--- src/rtl/fetch_queue.sv ---
// fetch_queue: instruction-fetch front end.
// Owns the fetch PC, issues cache read requests, and buffers returned words
// together with their PCs in a small circular FIFO that decode drains through
// a valid/ready handshake. A redirect flushes the FIFO and restarts fetch.
module fetch_queue #(
    parameter logic [31:0] PC_INIT = 32'h0000_0000,
    parameter int          DEPTH   = 4
) (
    input  logic                       CLK,
    input  logic                       nRST,
    input  logic                       ihit,
    input  logic [31:0]                imemload,
    output logic                       imemREN,
    output logic [31:0]                imemaddr,
    input  logic                       redirect,
    input  logic [31:0]                redirect_pc,
    input  logic                       halt,
    input  logic                       inst_ready,
    output logic                       inst_valid,
    output logic [31:0]                inst,
    output logic [31:0]                inst_pc,
    output logic [31:0]                inst_npc,
    output logic [$clog2(DEPTH):0]     count
);

    localparam int PTR_W = $clog2(DEPTH);
    localparam int CNT_W = PTR_W + 1;
    localparam logic [CNT_W-1:0] DEPTH_C = CNT_W'(DEPTH);

    typedef enum logic {
        RUN    = 1'b0,
        HALTED = 1'b1
    } state_t;

    state_t state;
    state_t state_next;

    // Control state
    logic [31:0]      fetch_pc;
    logic [PTR_W-1:0] head;
    logic [PTR_W-1:0] tail;
    logic [CNT_W-1:0] count_q;

    // FIFO storage; contents are meaningless while count_q says the slot is free,
    // so the storage carries no reset.
    logic [31:0] mem_word [DEPTH];
    logic [31:0] mem_pc   [DEPTH];

    logic full;
    logic empty;
    logic push;
    logic pop;

    assign full  = (count_q == DEPTH_C);
    assign empty = (count_q == '0);

    // A redirect suppresses both FIFO operations: the flush takes the edge.
    assign push = imemREN & ihit;
    assign pop  = !empty & inst_ready & !redirect;

    // Fetch/halt state register
    always_ff @(posedge CLK) begin
        if (nRST) begin
            state <= RUN;
        end else begin
            state <= state_next;
        end
    end

    // Next-state logic and the cache request strobe
    always_comb begin
        state_next = state;
        imemREN    = 1'b0;
        if (state == RUN) begin
            if (halt) begin
                state_next = HALTED;
            end
            if (!halt && !redirect && !full) begin
                imemREN = 1'b1;
            end
        end
    end

    // Fetch PC: advances on each accepted word, reloads on redirect
    always_ff @(posedge CLK) begin
        if (nRST) begin
            fetch_pc <= PC_INIT;
        end else if (redirect) begin
            fetch_pc <= redirect_pc & 32'hFFFF_FFFC;
        end else if (push) begin
            fetch_pc <= fetch_pc + 32'd4;
        end
    end

    // FIFO pointers and occupancy
    always_ff @(posedge CLK) begin
        if (nRST || redirect) begin
            head    <= '0;
            tail    <= '0;
            count_q <= '0;
        end else begin
            if (push) begin
                tail <= tail + PTR_W'(1);
            end
            if (pop) begin
                head <= head + PTR_W'(1);
            end
            case ({push, pop})
                2'b10:   count_q <= count_q + CNT_W'(1);
                2'b01:   count_q <= count_q - CNT_W'(1);
                default: count_q <= count_q;
            endcase
        end
    end

    // FIFO storage write: word and its PC land together at the tail
    always_ff @(posedge CLK) begin
        if (push && !nRST) begin
            mem_word[tail] <= imemload;
            mem_pc[tail]   <= fetch_pc;
        end
    end

    assign imemaddr   = fetch_pc;
    assign count      = count_q;
    assign inst_valid = !empty;

    // Head presentation; all-zero when nothing is buffered
    always_comb begin
        inst     = 32'h0;
        inst_pc  = 32'h0;
        inst_npc = 32'h0;
        if (!empty) begin
            inst     = mem_word[head];
            inst_pc  = mem_pc[head];
            inst_npc = mem_pc[head] + 32'd4;
        end
    end

endmodule

--- config.mk ---
export PLATFORM = sky130hd
export DESIGN_NAME = fetch_queue
export DESIGN_NICKNAME = d
export VERILOG_FILES = /design/src/rtl/fetch_queue.sv
export SDC_FILE = /design/constraint.sdc
export NUM_CORES = 1
export LEC_CHECK = 0
export ABC_AREA = 1
export BUFFER_PORTS_ARGS = -buffer_cell sky130_fd_sc_hd__buf_2
export CELL_PAD_IN_SITES_DETAIL_PLACEMENT = 0
export CELL_PAD_IN_SITES_GLOBAL_PLACEMENT = 1
export CORE_ASPECT_RATIO = 0.8
export CORE_UTILIZATION = 45
export CTS_CLUSTER_SIZE = 28
export DETAILED_ROUTE_END_ITERATION = 7
export HOLD_SLACK_MARGIN = 0.03
export PLACE_DENSITY = 0.81
export SLEW_MARGIN = 20
export SYNTH_ARGS = -nofsm -noshare
export SYNTH_HDL_FRONTEND = slang
export SYNTH_SLANG_ARGS = --single-unit
export TNS_END_PERCENT = 50
--- constraint.sdc ---
create_clock -name CLK -period 6.98 [get_ports CLK]
set_input_delay 0.698 -clock CLK [delete_from_list [all_inputs] [get_ports CLK]]
set_output_delay 0.698 -clock CLK [all_outputs]
set_load 0.1 [all_outputs]
== After elaboration in Yosys (flattened, before gate mapping) ==
Memories as Yosys holds them, arrays and structs flattened. A register that Yosys moved wholly into a read port is not among the register bits.
Cells that the tools add are included.

* Logic and storage cells: 49
* Register bits: 40
* Bits of input ports: 70
* Memories kept: 2
* Output and inout port bits: 133
* Memory bits (writable): 256

* $add $sub $neg: 6
* Eq/ne operators: 3
* Muxes and demuxes: 16
* Bitwise gates (word level): 3
* Reductions and logical operators: 13

{| class="wikitable"
|+ Memories
! name !! depth !! width !! read ports !! clocked after Yosys merged registers in !! write ports !! RTL line !! text
|-
| mem_pc || 4 || 32 || 1 || 1 || 1 || 47 || <nowiki>logic [31:0] mem_pc [DEPTH];</nowiki>
|-
| mem_word || 4 || 32 || 1 || 1 || 1 || 46 || <nowiki>logic [31:0] mem_word [DEPTH];</nowiki>
|}

{| class="wikitable"
|+ Operators with widths
! cell !! count
|-
| 32-bit two-way mux || 5
|-
| 32-bit by 3-bit adder with 32-bit output, second input constant || 2
|-
| 2-bit two-way mux || 4
|-
| 1-bit two-way mux || 6
|-
| 3-bit one-hot mux with 2 select lines || 1
|-
| 1-bit zero test || 5
|-
| 2-bit by 1-bit adder with 2-bit output, second input constant || 2
|-
| 2-bit nonzero test || 2
|-
| 3-bit by 1-bit adder with 3-bit output, second input constant || 1
|-
| 1-bit bitwise AND || 3
|-
| 3-bit == test, second input constant || 1
|-
| 1-bit logical AND || 3
|-
| 3-bit zero test || 1
|-
| 3-bit by 1-bit subtractor with 3-bit output, second input constant || 1
|-
| 2-bit by 1-bit == test with 1-bit output, second input constant || 1
|-
| 2-bit == test, second input constant || 1
|-
| 2-bit OR reduction || 1
|-
| 1-bit logical OR || 1
|}

== Depth between registers and ports, before layout ==
Gate-level depths: netlist (run 1).

* Depth after elaboration: 9
* Depth in mapped cells: 16
* Depth with buffers taken out: 14

== Worst setup path after synthesis (run 1) ==
Ideal clock, no wire load.

* Kind: reg2reg
* From: register count_q[0] (netlist: count[0])
* To: memory mem_pc[0][10], enable pin
* Arrival: 4.506 ns
* Data required time: 6.498 ns
* Setup time: 0.482 ns
* Path buffers: 0
* Path slack: 1.992 ns
* Cell stages (with the launch flop): 7
* Clock period less this slack: 4.988 ns
* Path through: dfxtp_1 inv_1 nand3_1 nand3_1 nor2_2 inv_1 nor2_1

* Cells in the longest elaborated chain, start to end: 9

{| class="wikitable"
|+ Ends and longest elaborated chain
! what !! RTL line !! text
|-
| start, declared || 42 || <nowiki>logic [CNT_W-1:0] count_q;</nowiki>
|-
| start signal, assigned || 109 || <nowiki>2'b10: count_q <= count_q + CNT_W'(1);</nowiki>
|-
| start signal, assigned || 110 || <nowiki>2'b01: count_q <= count_q - CNT_W'(1);</nowiki>
|-
| start signal, assigned || 111 || <nowiki>default: count_q <= count_q;</nowiki>
|-
| 3-bit == test || 54 || <nowiki>assign full = (count_q == DEPTH_C);</nowiki>
|-
| 1-bit zero test || 78 || <nowiki>if (!halt && !redirect && !full) begin</nowiki>
|-
| 1-bit logical AND || 78 ||
|-
| 1-bit two-way mux || 78 ||
|-
| 1-bit two-way mux || 74 || <nowiki>if (state == RUN) begin</nowiki>
|-
| 1-bit bitwise AND || 58 || <nowiki>assign push = imemREN & ihit;</nowiki>
|-
| 1-bit logical AND || 118 || <nowiki>if (push && !nRST) begin</nowiki>
|-
| 1-bit two-way mux || 118 ||
|-
| 1-bit two-way mux (implied by the code) || 120 || <nowiki>mem_pc[tail] <= fetch_pc;</nowiki>
|-
| end, declared || 47 ||
|}

Every way passes these cells.

==> impl_metrics.json, run 1 <==
{
  "worst_pin_slew_ps": 998,
  "ioPinCount": 203,
  "cts_hold_buf": 0,
  "hpwl_um": 23600,
  "crit_buf_inv": 3,
  "pre_cts_ws_ps": 2770,
  "worst_path_largest_cell_delay_ps": 700,
  "fin_crit_sh": 0.689,
  "critPathMostFrequentCell": "nand2_1",
  "setup_viol": 0,
  "syn_inst": 1556,
  "worstSkewPairLatency_ps": 560,
  "yosysSeqAreaShare": 0.597,
  "max_freq_mhz": 208,
  "fin_crit_ps": 4810,
  "track_usage": 0.231,
  "wl_per_cell_um": 16.8,
  "row_count": 57,
  "hp-class": "input port to register",
  "dpl-instance-area_um2": 15000,
  "maxSlewHeadroom": 0.335,
  "dr.pass1.iters": 6,
  "die_w_um": 198,
  "finalWirelength_um": 36100,
  "rsz0062_at_grt": "false",
  "antenna_found_initial": 0,
  "port_buffers": 194,
  "grt_overflow": 0,
  "path_cells": "inv_6 > nand2_1 > nand2_1 > nand2_1 > nand2_1 > ha_1 > nand3_2 > nor2_2 > nand3_2 > nor2_4 > nand2_1 > nand2_1 > inv_1 > nor2_1 > buf_2",
  "grt_start_max_net_pins": 133,
  "fin_tns_setup_ps": 0,
  "drt_iter0_markers": 977,
  "core_area_um2": 30300,
  "start_util": 0.456,
  "final_common_cell": "nand2_1",
  "slew_violations": 0,
  "num_vias": 10900,
  "status": "complete, no violations",
  "cts_max_level": 1,
  "synth_area_leaders": "edfxtp_1, nand2_1, nor2_1",
  "crit_arrival_ps": 4110,
  "area_growth_pct": 15.6,
  "post_route_cells_drive_above_1_share": 0.157,
  "hold-worst-slack_ps": 353,
  "critPathLaunchType": "register",
  "cts_resized": 0,
  "cpMaxStageDelayCell": "inv_6",
  "grt_pass1_vias": 10000,
  "cts_root_buf": "clkbuf_16",
  "layout_common_cells": "nand2_1, nor2_1, edfxtp_1, buf_2, nand3_1",
  "tritoncts": "done",
  "clkTransAtPathRegs_ps": 60,
  "cts_num_sinks": 288,
  "cp-end-kind": "output port",
  "avgSynthCellArea_um2": 8.88,
  "diodes": 0,
  "vdd_drop_max_v": 0.000206,
  "fillers": 2836,
  "yosysUniqueCellTypes": 40,
  "critical_path.max_fanout": 132,
  "fin_util": 0.527,
  "synth_area_um2": 13800,
  "fin_skew_ps": 22.1,
  "yosysTopAreaCell": "edfxtp_1",
  "clk_path_buf_depth": 3,
  "worst_slack_ps": 2170,
  "hold_viol": 0,
  "viasPerCell": 5.06,
  "detail-route-antenna-nets": 0,
  "yosys_warnings": 0,
  "ys_ff_latch": 288,
  "final_area_um2": 16000,
  "grt_pass1_wl_um": 56000,
  "leakagePower_nw": 6.59,
  "worstSetupPathType": "register to output port",
  "yosys.area.top_type_share": 0.539,
  "numCtsBuffers": 29,
  "powerDensity_nw_per_um2": 241,
  "gp_congestion": 0.868,
  "maxCapViolCount": 0,
  "crit_family": "simple AND/OR/NAND/NOR gates",
  "cts_setup_buffers": 0,
  "die_area_um2": 31400,
  "drc": 0,
  "nNetsFinal": 1799,
  "required_ps": 6280,
  "fp.dieH_um": 159
}
[cells in the mapped netlist (all sizes together)]
library cell and count:
nor4 2, fa 1, ha 7, o221ai 1, o21ai 98, nand3 103
xor2 9, inv 83, a31oi 13, o211ai 6, edfxtp 248, dfxtp 40
clkbuf 22, buf 52, a21oi 67, nor3b 4, a21o 2, a32o 1
xnor2 2, or2 2, conb 1, a211oi 2, nand2 481, nand4 3
nor3 16, o21a 2, nor2 288
[report_power, final]
| group | internal, mW | switching (mW) |
|---|---|---|
| sequential | 1.89 | 0.0369 |
| clock | 0.940 | 0.633 |
| combinational | 0.0600 | 0.299 |
| total | 2.89 | 0.970 |
[final cells by class]
cell class | instances | area (um2) | share of cell area
inverters | 83 | 317 | 0.0198
well taps | 413 | 517 | 0.0323
clock buffers | 32 | 737 | 0.0461
clock inverters | 20 | 228 | 0.0142
multi-input cells | 1116 | 4900 | 0.306
flip-flops and latches | 288 | 8250 | 0.516
repair buffers | 203 | 1040 | 0.0650
[through the flow]
| stage | cells | power (mW) |
|---|---|---|
| after floorplan | 1561 | 2.23 |
| after global placement | 2103 | 2.32 |
| after detailed placement | 2103 | 2.32 |
| after CTS | 2155 | 3.88 |
| after global routing | 2155 | 3.97 |
| final | 2155 | 3.86 |
[metal layers]
metal	routed length, um	up-vias	share of wire	track usage
li1	-	5498	-	-
met1	17600	5000	0.49	0.363
met2	15100	382	0.42	0.335
met3	3010	29	0.083	0.0427
met4	442	0	0.012	0.0377
met5	0	-	0	0
[path summary, 6_finish.rpt]
check	start	to	slack [ps]	depth (start not counted)
max	register	inst_npc[22]	2170	15
min	imemload[14]	mem_word[3][14]	350	1
max reg2reg	count[1]	mem_pc[0][31]	3460	7
min reg2reg	count[0]	count[0]	510	2
[flip-flops by register name, summed over array words and instances (netlist names), named ones only]
| name | flops |
|---|---|
| mem_word | 128 |
| mem_pc | 120 |
| imemaddr | 30 |
| count | 3 |
| head | 2 |
| tail | 2 |
| state | 1 |
[logic make-up (layout without fill, tap and decap cells)]
logic type,after synthesis,after routing,synth area share
buffers and inverters,157,338,0.0531
adders and majority gates,8,8,0.00778
DFF,288,288,0.597
and+or+nand+nor,899,899,0.262
AOI/OAI and AO/OA,192,192,0.0735
xor gates and xnor gates,11,11,0.00697
other,1,6,0.000271
Note: power is estimated with default switching activity, not from simulation.
==> inputs of run 2 (changes only) <==
--- a/config.mk
+++ b/config.mk
@@ -10,11 +10,11 @@
 export CELL_PAD_IN_SITES_DETAIL_PLACEMENT = 0
 export CELL_PAD_IN_SITES_GLOBAL_PLACEMENT = 1
 export CORE_ASPECT_RATIO = 0.8
-export CORE_UTILIZATION = 45
+export CORE_UTILIZATION = 44
 export CTS_CLUSTER_SIZE = 28
 export DETAILED_ROUTE_END_ITERATION = 7
 export HOLD_SLACK_MARGIN = 0.03
-export PLACE_DENSITY = 0.81
+export PLACE_DENSITY = 0.8
 export SLEW_MARGIN = 20
 export SYNTH_ARGS = -nofsm -noshare
 export SYNTH_HDL_FRONTEND = slang
==> constraint.sdc (replaced) <==
create_clock -name CLK -period 4.5 [get_ports CLK]
set_input_delay 0.45 -clock CLK [delete_from_list [all_inputs] [get_ports CLK]]
set_output_delay 0.45 -clock CLK [all_outputs]
set_load 0.1 [all_outputs]
==> run 2 against run 1 <==
  * First-iteration DRC count is 18% lower
  * Clock skew increased by 11 ps
  * Register-to-register slack got worse by 1600 ps
  * Clock power up 52%
  * Sequential power increased by 55%
  * Largest cell class unchanged
==> impl_metrics.json, run 2 (synthesis results as in run 1) <==
{
  "dp.cells": 2113,
  "core_area_um2": 30600,
  "post_route_cells_drive_above_1_share": 0.160,
  "start_util": 0.452,
  "final_common_cell": "nand2_1",
  "required_ps": 4050,
  "fillers": 2824,
  "antenna_found_initial": 4,
  "layout_common_cells": "nand2_1, nor2_1, edfxtp_1, buf_2, nand3_1",
  "critPathLaunchType": "register",
  "slew_violations": 0,
  "final_area_um2": 16200,
  "fin_crit_sh": 0.931,
  "cp-end-kind": "output port",
  "max_freq_mhz": 239,
  "status": "complete, no violations",
  "critical_path.max_fanout": 86,
  "grt_start_max_net_pins": 87,
  "cts_max_level": 1,
  "detail-route-antenna-nets": 0,
  "port_buffers": 194,
  "leakagePower_nw": 6.66,
  "r2r_slack_ps": 1840,
  "hpwl_um": 24500,
  "gp_congestion": 0.885,
  "rsz0062_at_grt": "false",
  "vdd_drop_max_v": 0.000264,
  "area_growth_pct": 17.3,
  "multi_input_area_um2": 4900,
  "timing.rr.start": "count[1]",
  "hp-class": "input port to register",
  "crit_end": "inst_npc[22]",
  "hold_viol": 0,
  "clkTransAtPathRegs_ps": 60,
  "powerDensity_nw_per_um2": 366,
  "dr.pass1.iters": 7,
  "cts_num_sinks": 288,
  "num_vias": 11100,
  "ioPinCount": 203,
  "crit_arrival_ps": 3740,
  "fp.dieH_um": 161,
  "fin_crit_ps": 4190,
  "tritoncts": "done",
  "worstSetupPathType": "register to output port",
  "grt_pass1_wl_um": 56500,
  "regMostFlops": "mem_word",
  "track_usage": 0.226,
  "numCtsBuffers": 28,
  "wl_per_cell_um": 16.9,
  "worstSkewPairLatency_ps": 560,
  "dpl-instance-area_um2": 15300,
  "worst_pin_slew_ps": 975,
  "fin_cells": 2166,
  "clk_path_buf_depth": 3,
  "drc": 0,
  "fin_total_pwr_mw": 5.93,
  "ff_latch_area_um2": 8250,
  "ff2ff_path_depth": 8,
  "viasPerCell": 5.10,
  "fin_skew_ps": 33.1,
  "grt_pass1_vias": 9975,
  "maxCapViolCount": 0,
  "cts_resized": 0,
  "largest_reg_flops": 128,
  "cts_setup_buffers": 0,
  "grt_overflow": 0,
  "cts_hold_buf": 0,
  "drt_iter0_markers": 797,
  "die_w_um": 200,
  "row_count": 57,
  "finalWirelength_um": 36600,
  "hold-worst-slack_ps": 102,
  "r2r_end": "mem_word[3][25]",
  "cts_root_buf": "clkbuf_16",
  "setup_viol": 0,
  "nNetsFinal": 1808,
  "maxSlewHeadroom": 0.350,
  "die_area_um2": 32100
}
run 2: changes by cell type in the layout (fill, tap and decap cells not counted), sizes merged:
cell / change
inv: -1
clkinvlp: -3
clkinv: +1
diode: +2
buf: +10
clkbuf: +2
run 2: per-stage QoR:
stage	utilization	setup TNS [ps]	setup slack, ps
floorplan	-	-121340	-488
global placement	0.499	0	1000
detailed placement	0.499	0	981
CTS	0.530	0	369
global route	0.530	0	13.2
finish	0.530	0	308
run 2: power breakdown:
part | leakage [nW] | internal (mW) | switching, mW | total (mW)
clock network | 0.454 | 1.42 | 0.958 | 2.38
logic | 3.64 | 0.102 | 0.467 | 0.568
registers | 2.57 | 2.93 | 0.0576 | 2.98
run 2: final cells by class:
class	instances	share of cell area
multi-input cells	1116	0.302
well taps	413	0.0319
repair buffers	213	0.0795
flip-flops and latches	288	0.509
clock inverters	17	0.0130
inverters	83	0.0195
diodes	2	0.000309
clock buffers	34	0.0446
run 2: worst min path at each step:
| stage | startpoint | to | slack (ps) | cells past startpoint |
|---|---|---|---|---|
| 4_1_cts | imemload[11] | mem_word[2][11] | 80 | 1 |
| 3_3_place_gp | count[0] | count[0] | 500 | 2 |
| 6_report | imemload[12] | mem_word[0][12] | 100 | 1 |
| 2_1_floorplan | tail[0] | tail[0] | 480 | 2 |
| 3_5_place_dp | tail[0] | tail[0] | 500 | 2 |
| 5_1_grt | imemload[4] | mem_word[2][4] | 80 | 1 |
run 2: layer usage:
metal  global-route usage  routed length, um  up-vias  share of wire
met5                    0                 24        -        0.00066
met4               0.0528                595        4          0.016
met3               0.0343               2460       44          0.067
met2                0.333              15400      356           0.42
met1                0.349              18100     5129           0.49
li1                     -                  -     5523              -
run 2: critical path: stages (launching register included):
cell     delay (ps)
dfxtp_4         480
buf_4           770
nand2_1         190
nand2_1         120
nand2_1          50
nand2_1         170
nand2_1          90
nor2_1          180
nand2_1         110
nor2_4          220
nand2_1          80
nand2_1          60
inv_1            40
nor2_1          320
buf_12          230
==> inputs of run 3 (changes only) <==
--- a/config.mk
+++ b/config.mk
@@ -5,16 +5,15 @@
 export SDC_FILE = /design/constraint.sdc
 export NUM_CORES = 1
 export LEC_CHECK = 0
-export ABC_AREA = 1
 export BUFFER_PORTS_ARGS = -buffer_cell sky130_fd_sc_hd__buf_2
 export CELL_PAD_IN_SITES_DETAIL_PLACEMENT = 0
 export CELL_PAD_IN_SITES_GLOBAL_PLACEMENT = 1
 export CORE_ASPECT_RATIO = 0.8
-export CORE_UTILIZATION = 44
+export CORE_UTILIZATION = 45
 export CTS_CLUSTER_SIZE = 28
 export DETAILED_ROUTE_END_ITERATION = 7
 export HOLD_SLACK_MARGIN = 0.03
-export PLACE_DENSITY = 0.8
+export PLACE_DENSITY = 0.76
 export SLEW_MARGIN = 20
 export SYNTH_ARGS = -nofsm -noshare
 export SYNTH_HDL_FRONTEND = slang
==> run 3 against run 2 <==
  * Wire length down 22%
  * Sequential share of layout area is 5.1 points higher
  * Cell count is 35% lower
  * Synthesized cell count decreased by 47%
  * Clock-buffer cell count is 2 lower
  * Non-clock buffer count decreased by 1
  * Maximum frequency is 0.83% higher
  * Clock power fell by 8.8%
  * Die area shrank 12%
  * Via count shrank 29%
  * Critical endpoint is now inst_npc[30]
==> impl_metrics.json, run 3 <==
{
  "clkTransAtPathRegs_ps": 60,
  "ioPinCount": 203,
  "fp.dieH_um": 151,
  "yosysTopAreaCell": "edfxtp_1",
  "track_usage": 0.204,
  "powerDensity_nw_per_um2": 377,
  "hpwl_um": 18700,
  "die_w_um": 188,
  "row_count": 54,
  "regMostFlops": "mem_word",
  "async_flop_share": 0,
  "final_common_cell": "edfxtp_1",
  "nNetsFinal": 1096,
  "whs_endpoint": "mem_word[3][18]",
  "cts_resized": 0,
  "synthTopCellsByCount": "edfxtp_1, and2_1, mux4_2",
  "timing.rr.start": "count[0]",
  "r2r_slack_ps": 1610,
  "grt_start_max_net_pins": 63,
  "path_cells": "mux4_1 > ha_1 > nand4_1 > or4_1 > or4_1 > a21oi_1 > buf_2",
  "crit_family": "simple AND/OR/NAND/NOR gates",
  "grt_pass1_vias": 7384,
  "port_buffers": 194,
  "grt_overflow": 0,
  "max_freq_mhz": 241,
  "status": "complete, no violations",
  "core_area_um2": 27200,
  "yosysUniqueCellTypes": 57,
  "cts_root_buf": "clkbuf_16",
  "cts_max_level": 1,
  "wl_per_cell_um": 20.4,
  "fin_crit_sh": 0.924,
  "ys.flop_type": "edfxtp_1",
  "hold_path_depth": 1,
  "num_vias": 7818,
  "worstSkewPairLatency_ps": 550,
  "critPathMostFrequentCell": "or4_1",
  "holdCritStartpoint": "imemload[18]",
  "rsz0062_at_grt": "false",
  "cts_hold_buf": 0,
  "yosysMostFrequentCell": "edfxtp_1",
  "die_area_um2": 28400,
  "maxCapViolCount": 0,
  "dr_wl_met3_um": 2170,
  "drt_iter0_markers": 540,
  "antenna_found_initial": 2,
  "slew_violations": 0,
  "setup_viol": 0,
  "avgSynthCellArea_um2": 15.2,
  "ff2ff_path_depth": 5,
  "start_util": 0.458,
  "synth_area_leaders": "edfxtp_1, mux4_2, dfxtp_1",
  "clk_path_buf_depth": 3,
  "area_growth_pct": 18.2,
  "worst_path_largest_cell_delay_ps": 600,
  "maxSlewHeadroom": 0.340,
  "layout_common_cells": "edfxtp_1, buf_2, and2_1, mux4_2, nand2_1",
  "vdd_drop_max_v": 0.000318,
  "cts_num_sinks": 288,
  "cpMaxStageDelayCell": "dfxtp_4",
  "required_ps": 4050,
  "topRoutingLayerUsed": "met4",
  "viasPerCell": 5.56,
  "yosys_warnings": 0,
  "fin_crit_ps": 4160,
  "detail-route-antenna-nets": 0,
  "worstSetupPathType": "register to output port",
  "crit_arrival_ps": 3710,
  "critical_path.max_fanout": 22,
  "leakagePower_nw": 5.19,
  "synth-edff-count": 248,
  "met2_length_um": 12300,
  "fin_util": 0.541,
  "hp-class": "input port to register",
  "met1_length_um": 13700,
  "hold_viol": 0,
  "gp_congestion": 0.860,
  "tritoncts": "done",
  "syn_inst": 820,
  "synth_area_um2": 12500,
  "drc": 0,
  "critPathLaunchType": "register",
  "dr.pass1.iters": 5,
  "fin_tns_setup_ps": 0,
  "r2r_end": "imemaddr[25]",
  "post_route_cells_drive_above_1_share": 0.315,
  "largest_reg_flops": 128,
  "fin_skew_ps": 8.19,
  "ys_ff_latch": 288,
  "numCtsBuffers": 28,
  "yosys.area.top_type_share": 0.598,
  "crit_buf_inv": 1,
  "worst_pin_slew_ps": 990,
  "yosysSeqAreaShare": 0.662,
  "cts_setup_buffers": 0,
  "grt_pass1_wl_um": 43700,
  "finalWirelength_um": 28600,
  "cp-end-kind": "output port"
}
run 3: changes by cell type in the layout (fill, tap and decap cells not counted), moves of 62 or more:
cell / change
and2_1: +62
inv_1: -65
nand2_1: -428
nand3_1: -82
nor2_1: -220
o21ai_0: -79
run 3: worst max-delay path by stage:
stage,depth (start not counted),start,endpoint
finish,7,register,inst_npc[30]
detailed placement,7,register,inst_npc[26]
floorplan,9,register,inst_npc[28]
global route,7,register,inst_npc[30]
global placement,7,register,inst_npc[30]
CTS,7,register,inst_npc[26]
run 3: layer usage:
metal,up-vias,track usage
met1,3871,0.319
li1,3594,-
met2,320,0.295
met3,33,0.0359
met5,-,0
met4,0,0.0439
run 3: cells by family (layout without fill, tap and decap cells):
group,Yosys count,in the layout,share of synthesized area
adders and majority gates,8,8,0.00863
AOI/OAI and AO/OA,100,100,0.0511
buffers and inverters,66,281,0.0262
and+or+nand+nor,269,269,0.117
xor gates and xnor gates,16,16,0.0112
muxes,72,72,0.124
other,1,7,0.000301
DFF,288,288,0.662
run 3: stage by stage:
stage               cell area [um2]  std cells  worst slack [ps]  hold slack, ps  total power [mW]
detailed placement            13900       1352               885             490              3.44
global placement              13900       1352               903             474              3.44
global route                  14700       1404              74.6            98.1              5.73
finish                        14700       1405               343             116              5.55
CTS                           14700       1404               289            97.0              5.59
floorplan                     12500        825               277             447              3.33
run 3: power by group:
group	leakage, nW	internal (mW)	switching (mW)	total, mW
Combinational	2.24	0.0817	0.330	0.412
Clock	0.419	1.20	0.967	2.17
Sequential	2.53	2.92	0.0506	2.97
Total	5.19	4.21	1.35	5.55
run 3: area by class of cell:
| cell class | count | area (um2) |
|---|---|---|
| fillers | 2297 | 12500 |
| flip-flops and latches | 288 | 8260 |
| multi-input cells | 471 | 3940 |
| repair buffers | 212 | 1160 |
| clock buffers | 32 | 716 |
| well taps | 364 | 455 |
| clock inverters | 20 | 140 |
| inverters | 17 | 63.8 |
| diodes | 1 | 2.50 |
run 3: worst register-to-register path, delay by kind of cell, from the launching register on:
family | cells | cell delay [ps]
AOI/OAI and AO/OA | 1 | 170
DFF | 1 | 440
and+or+nand+nor | 4 | 2210
